==> src/rtl/exu_div.sv <==
// exu_div: multi-cycle radix-2 restoring divider for DIV/DIVU/REM/REMU with flush and write-back.
// Divide-by-zero and signed overflow skip the iteration and finish in a single DONE cycle.
module exu_div (
    input  logic        clk,
    input  logic        rstn,
    input  logic        div_valid,
    input  logic [31:0] rs1_data,
    input  logic [31:0] rs2_data,
    input  logic        rs1_sign,
    input  logic        rem,
    input  logic [4:0]  rd_addr,
    input  logic        pipe_flush,
    output logic        exu_div_busy,
    output logic        div_wb_valid,
    output logic [31:0] div_wb_data,
    output logic [4:0]  div_wb_rd_addr
);
    localparam int XLEN = 32;
    localparam int REG_FILE_ADDR_WIDTH = 5;

    typedef enum logic [1:0] {IDLE, CALC, DONE} state_t;

    state_t                         state_q, state_d;
    logic [4:0]                     cnt_q, cnt_d;
    logic [XLEN-1:0]                prem_q, prem_d;
    logic [XLEN-1:0]                quo_q, quo_d;
    logic [XLEN-1:0]                dvsr_q, dvsr_d;
    logic [XLEN-1:0]                data_q, data_d;
    logic                           neg_quo_q, neg_quo_d;
    logic                           neg_rem_q, neg_rem_d;
    logic                           rem_sel_q, rem_sel_d;
    logic [REG_FILE_ADDR_WIDTH-1:0] rd_q, rd_d;
    logic [REG_FILE_ADDR_WIDTH-1:0] wb_rd_q, wb_rd_d;

    logic            a_neg, b_neg, div0, ovf, ge;
    logic [XLEN-1:0] a_mag, b_mag, step_q, step_r, res, spec_res;
    logic [XLEN:0]   shifted, diff;

    always_comb begin
        a_neg    = rs1_sign & rs1_data[XLEN-1];
        b_neg    = rs1_sign & rs2_data[XLEN-1];
        a_mag    = a_neg ? -rs1_data : rs1_data;
        b_mag    = b_neg ? -rs2_data : rs2_data;
        div0     = rs2_data == '0;
        ovf      = rs1_sign & (rs1_data == 32'h8000_0000) & (&rs2_data);
        spec_res = div0 ? (rem ? rs1_data : '1) : (rem ? '0 : 32'h8000_0000);
        // 33-bit partial remainder: shift in the next dividend bit, trial-subtract the divisor
        shifted  = {prem_q, quo_q[XLEN-1]};
        diff     = shifted - {1'b0, dvsr_q};
        ge       = ~diff[XLEN];
        step_r   = ge ? diff[XLEN-1:0] : shifted[XLEN-1:0];
        step_q   = {quo_q[XLEN-2:0], ge};
        res      = rem_sel_q ? (neg_rem_q ? -step_r : step_r) : (neg_quo_q ? -step_q : step_q);
        state_d   = state_q;
        cnt_d     = cnt_q;
        prem_d    = prem_q;
        quo_d     = quo_q;
        dvsr_d    = dvsr_q;
        data_d    = data_q;
        neg_quo_d = neg_quo_q;
        neg_rem_d = neg_rem_q;
        rem_sel_d = rem_sel_q;
        rd_d      = rd_q;
        wb_rd_d   = wb_rd_q;
        case (state_q)
            IDLE: if (div_valid && !pipe_flush) begin
                rem_sel_d = rem;
                rd_d      = rd_addr;
                neg_quo_d = a_neg ^ b_neg;
                neg_rem_d = a_neg;
                if (div0 || ovf) begin
                    state_d = DONE;
                    data_d  = spec_res;
                    wb_rd_d = rd_addr;
                end else begin
                    state_d = CALC;
                    cnt_d   = '0;
                    prem_d  = '0;
                    quo_d   = a_mag;
                    dvsr_d  = b_mag;
                end
            end
            CALC: if (pipe_flush) begin
                state_d = IDLE;
            end else begin
                prem_d = step_r;
                quo_d  = step_q;
                cnt_d  = cnt_q + 5'd1;
                if (cnt_q == 5'd31) begin
                    state_d = DONE;
                    data_d  = res;
                    wb_rd_d = rd_q;
                end
            end
            default: state_d = IDLE;
        endcase
    end

    always_ff @(posedge clk or negedge rstn) begin
        if (!rstn) begin
            state_q   <= IDLE;
            cnt_q     <= '0;
            prem_q    <= '0;
            quo_q     <= '0;
            dvsr_q    <= '0;
            data_q    <= '0;
            neg_quo_q <= 1'b0;
            neg_rem_q <= 1'b0;
            rem_sel_q <= 1'b0;
            rd_q      <= '0;
            wb_rd_q   <= '0;
        end else begin
            state_q   <= state_d;
            cnt_q     <= cnt_d;
            prem_q    <= prem_d;
            quo_q     <= quo_d;
            dvsr_q    <= dvsr_d;
            data_q    <= data_d;
            neg_quo_q <= neg_quo_d;
            neg_rem_q <= neg_rem_d;
            rem_sel_q <= rem_sel_d;
            rd_q      <= rd_d;
            wb_rd_q   <= wb_rd_d;
        end
    end

    assign exu_div_busy   = state_q != IDLE;
    assign div_wb_valid   = (state_q == DONE) && !pipe_flush && (wb_rd_q != '0);
    assign div_wb_data    = data_q;
    assign div_wb_rd_addr = wb_rd_q;
endmodule

==> config.mk <==
export PLATFORM = sky130hd
export DESIGN_NAME = exu_div
export DESIGN_NICKNAME = d
export VERILOG_FILES = /design/src/rtl/exu_div.sv
export SDC_FILE = /design/constraint.sdc
export NUM_CORES = 1
export LEC_CHECK = 0
export ABC_CLOCK_PERIOD_IN_PS = 10100
export CORE_ASPECT_RATIO = 1.25
export CORE_MARGIN = 10
export CORE_UTILIZATION = 56
export CTS_CLUSTER_DIAMETER = 100
export DETAILED_ROUTE_END_ITERATION = 12
export GPL_TIMING_DRIVEN = 0
export PLACE_DENSITY = 0.78
export SETUP_SLACK_MARGIN = 0.3
export SYNTH_ARGS = -nofsm -noshare
export SYNTH_HDL_FRONTEND = slang
export SYNTH_SLANG_ARGS = --single-unit
==> constraint.sdc <==
create_clock -name clk -period 10.1 [get_ports clk]
set_clock_uncertainty 0.1 [all_clocks]
set_input_delay 2.02 -clock clk [delete_from_list [all_inputs] [get_ports clk]]
set_output_delay 2.02 -clock clk [all_outputs]
set_load 0.05 [all_outputs]
==> results.toml <==
[synth]
async_flop_share = 1.00
synth_nets = 1742
avgSynthCellArea_um2 = 7.67
synth_most_common_cell = "nand2_1"
synth_largest_area_cell = "dfrtp_1"
yosys_register_bits = 148
ys_types = 88
yosysWarnings = 0
ys.flop_type = "dfrtp_1"
yosysSeqAreaShare = 0.297
synth-edff-count = 0
netlist_instances = 1627
yosys-top-cells-area = "dfrtp_1 (30%), o21ai_0 (6.8%), a21oi_1 (6.7%)"
netlist.area_leader.share = 0.297
synthTopCellsByCount = "nand2_1 (193), o21ai_0 (169), a21oi_1 (168), nor2_1 (158), dfrtp_1 (148)"
synth_area_um2 = 12500

[setup_path]
r2r-start = "quo_q[31]$_DFFE_PN0P_"
cp.required_ns = 10.34
crit_path_end = "div_wb_data[30]$_DFFE_PN0P_"
r2r.worst_path.cells = 25
path_class = "reg2reg"
startpoint_type = "flop"
path_max_fanout = 10
crit_path_end_kind = "flop"
crit_arrival_ns = 7.27
timing.rr.end = "div_wb_data[30]$_DFFE_PN0P_"
startpoint = "quo_q[31]$_DFFE_PN0P_"
reg2reg_slack_ns = 3.08

[power_and_ir_drop]
p_leak_nw = 5.97
p_comb_frac = 0.630
p_sw_frac = 0.517
clkPwrFrac = 0.156
peakVddDrop_mv = 0.181
p_seq_frac = 0.215
switching_power_w = 0.00213
internal-power_w = 0.00199
p_per_area_nw_per_um2 = 282

[routing]
antenna_left = 0
route.detailed.wl_per_inst_um = 21.4
vias_per_cell = 6.43
firstDrtPassIters = 9
totalWireLength_um = 44000
drc = 0
dr.first_iter.drc_count = 1232
vias = 13224

[grt]
antenna_found_initial = 0
grtUsageTotal = 0.294
grt.overflow.total = 0
grt_pass1_wl_um = 69200
grt_start_max_net_pins = 92
grt_pass1_vias = 13022

[timing]
worst_pin_slew_ns = 1.40
timing.final.ws_setup_ns = 3.08
maxSlewViolCount = 0
hold_viol_final = 0
slew_headroom = 0.0541
rsz0062_at_grt = "false"
fin_crit_sh = 0.695
fmaxAchievable_ghz = 0.142
setup_tns_ns = 0
min_period_ns = 7.02
setup_viol = 0

[die]
rows = 61
die_area_um2 = 28700
ios = 114
coreArea_um2 = 22100
initial_core_util = 0.566
die_h_um = 187
fp.dieW_um = 154

[finish]
area_growth_pct = 16.9
num-fill-cells = 1986
insertedDiodeCount = 0
drive_gt1_frac = 0.0603
nNetsFinal = 1876

[clock_tree]
cts_tree = "done"
clk_latency_ns = 0.44
cts_setup_buffers = 0
cts_buffers = 17
cts_root_buffer = "clkbuf_16"
cts_buffer_depth = 2
ctsHtreeMaxLevel = 4
cts.hold.buffers_added = 0
cts.repair.resized = 0
clock-sinks = 148
clkTransAtPathRegs_ns = 0.07

[placement]
dpl.hpwl_um = 34200
dp_slack_ns = 3.23
io_buffer_count = 113
gp_congestion = 0.996

[run]
maxCapViolations = 0

[worst_hold_path]
hp-class = "reg2reg"

[outcome]
outcome = "completed"
final cells by class:
type,count,area [um2],share of cell area
Clock inverter,15,153,0.0105
Buffer,96,408,0.0280
Tap cell,283,354,0.0243
Timing Repair Buffer,115,1170,0.0801
Inverter,72,273,0.0187
Clock buffer,17,425,0.0292
Sequential cell,148,3700,0.254
Multi-Input combinational cell,1311,8100,0.555
worst min-delay path by stage:
stage / start / end / slack [ns] / depth (start not counted)
3_5_place_dp: cnt_q[4]$_DFFE_PN0P_ / cnt_q[4]$_DFFE_PN0P_ / 0.39 / 1
4_1_cts: cnt_q[4]$_DFFE_PN0P_ / cnt_q[4]$_DFFE_PN0P_ / 0.41 / 1
5_1_grt: cnt_q[4]$_DFFE_PN0P_ / cnt_q[4]$_DFFE_PN0P_ / 0.42 / 1
2_1_floorplan: cnt_q[4]$_DFFE_PN0P_ / cnt_q[4]$_DFFE_PN0P_ / 0.37 / 1
3_3_place_gp: rd_q[2]$_DFFE_PN0P_ / rd_q[2]$_DFFE_PN0P_ / 0.39 / 1
6_report: cnt_q[4]$_DFFE_PN0P_ / cnt_q[4]$_DFFE_PN0P_ / 0.41 / 1
sequential cells by signal, indices dropped and copies added, names as in the netlist:
register,count
cnt_q,5
dvsr_q,32
neg_quo_q,1
rem_sel_q,1
quo_q,32
rd_q,5
prem_q,32
state_q,2
div_wb_data,32
neg_rem_q,1
div_wb_rd_addr,5
metal layers:
layer	global-route usage	vias up	share of wire	wire, um
li1	-	6113	-	-
met1	0.339	6134	0.38	16800
met2	0.492	772	0.47	20800
met3	0.0596	205	0.081	3560
met4	0.178	0	0.066	2880
met5	0	-	0	0
worst max-delay path, stage by stage (launching register included):
cell and delay [ns]:
dfrtp_1 0.42, inv_1 0.13, ha_1 0.18, inv_1 0.05, fa_1 0.43, a211oi_2 0.34
o21a_1 0.30, a21boi_2 0.15, o211a_1 0.26, o211a_1 0.24, buf_6 0.15, inv_4 0.13
clkbuf_1 0.53, clkbuf_1 0.45, o21ai_0 0.20, inv_1 0.11, ha_1 0.14, inv_1 0.10
or4_1 0.56, nor4_1 0.41, mux2i_1 0.31, a211oi_1 0.47, nand3_2 0.16, o211ai_1 0.19
o41ai_1 0.10, a211oi_1 0.30
cells by family after synthesis:
group                    after synthesis  share of synthesized area
multiplexers                          45                     0.0373
AO/OA/AOI/OAI                        530                      0.261
XOR/XNOR                             128                     0.0899
AND/OR/NAND/NOR                      568                      0.219
flip-flops                           148                      0.297
adder cells (fa/ha/maj)               40                     0.0407
buffers and inverters                168                     0.0546
power by group through the flow:
| stage | Sequential [W] | Clock (W) | Combinational [W] |
|---|---|---|---|
| 2_1_floorplan | 0.000852 | 0 | 0.00186 |
| 3_3_place_gp | 0.000881 | 0 | 0.00247 |
| 3_5_place_dp | 0.000885 | 0 | 0.00250 |
| 4_1_cts | 0.000875 | 0.000641 | 0.00252 |
| 5_1_grt | 0.000901 | 0.000668 | 0.00281 |
| 6_report | 0.000884 | 0.000641 | 0.00259 |
layout by cell type (no fill, tap or decap), drive strengths merged, types with 12 or more instances in the layout:
master         instances
or4                   16
or3                   24
xor2                  56
clkdlybuf4s50        112
dfrtp                148
nand3                 29
mux2i                 33
and2                  16
nand4                 22
o31ai                 28
a21oi                169
clkbuf                83
o21ai                175
nor3                  36
a211oi                17
nand2                195
nand2b                14
xnor2                 72
nor4                  17
mux2                  12
ha                    39
inv                   84
buf                   33
o211ai                14
a31oi                 24
nor2                 158
through the flow:
stage | util | total power (W) | std cells | area [um2] | hold slack (ns)
after floorplan | - | 0.00271 | 1627 | 12500 | 0.373
after global placement | 0.633 | 0.00335 | 2023 | 14000 | 0.390
after detailed placement | 0.635 | 0.00338 | 2025 | 14000 | 0.388
after CTS | 0.661 | 0.00404 | 2057 | 14600 | 0.412
after global routing | 0.661 | 0.00438 | 2057 | 14600 | 0.419
final | 0.661 | 0.00412 | 2057 | 14600 | 0.411
Note: power is estimated with default switching activity, not from simulation.
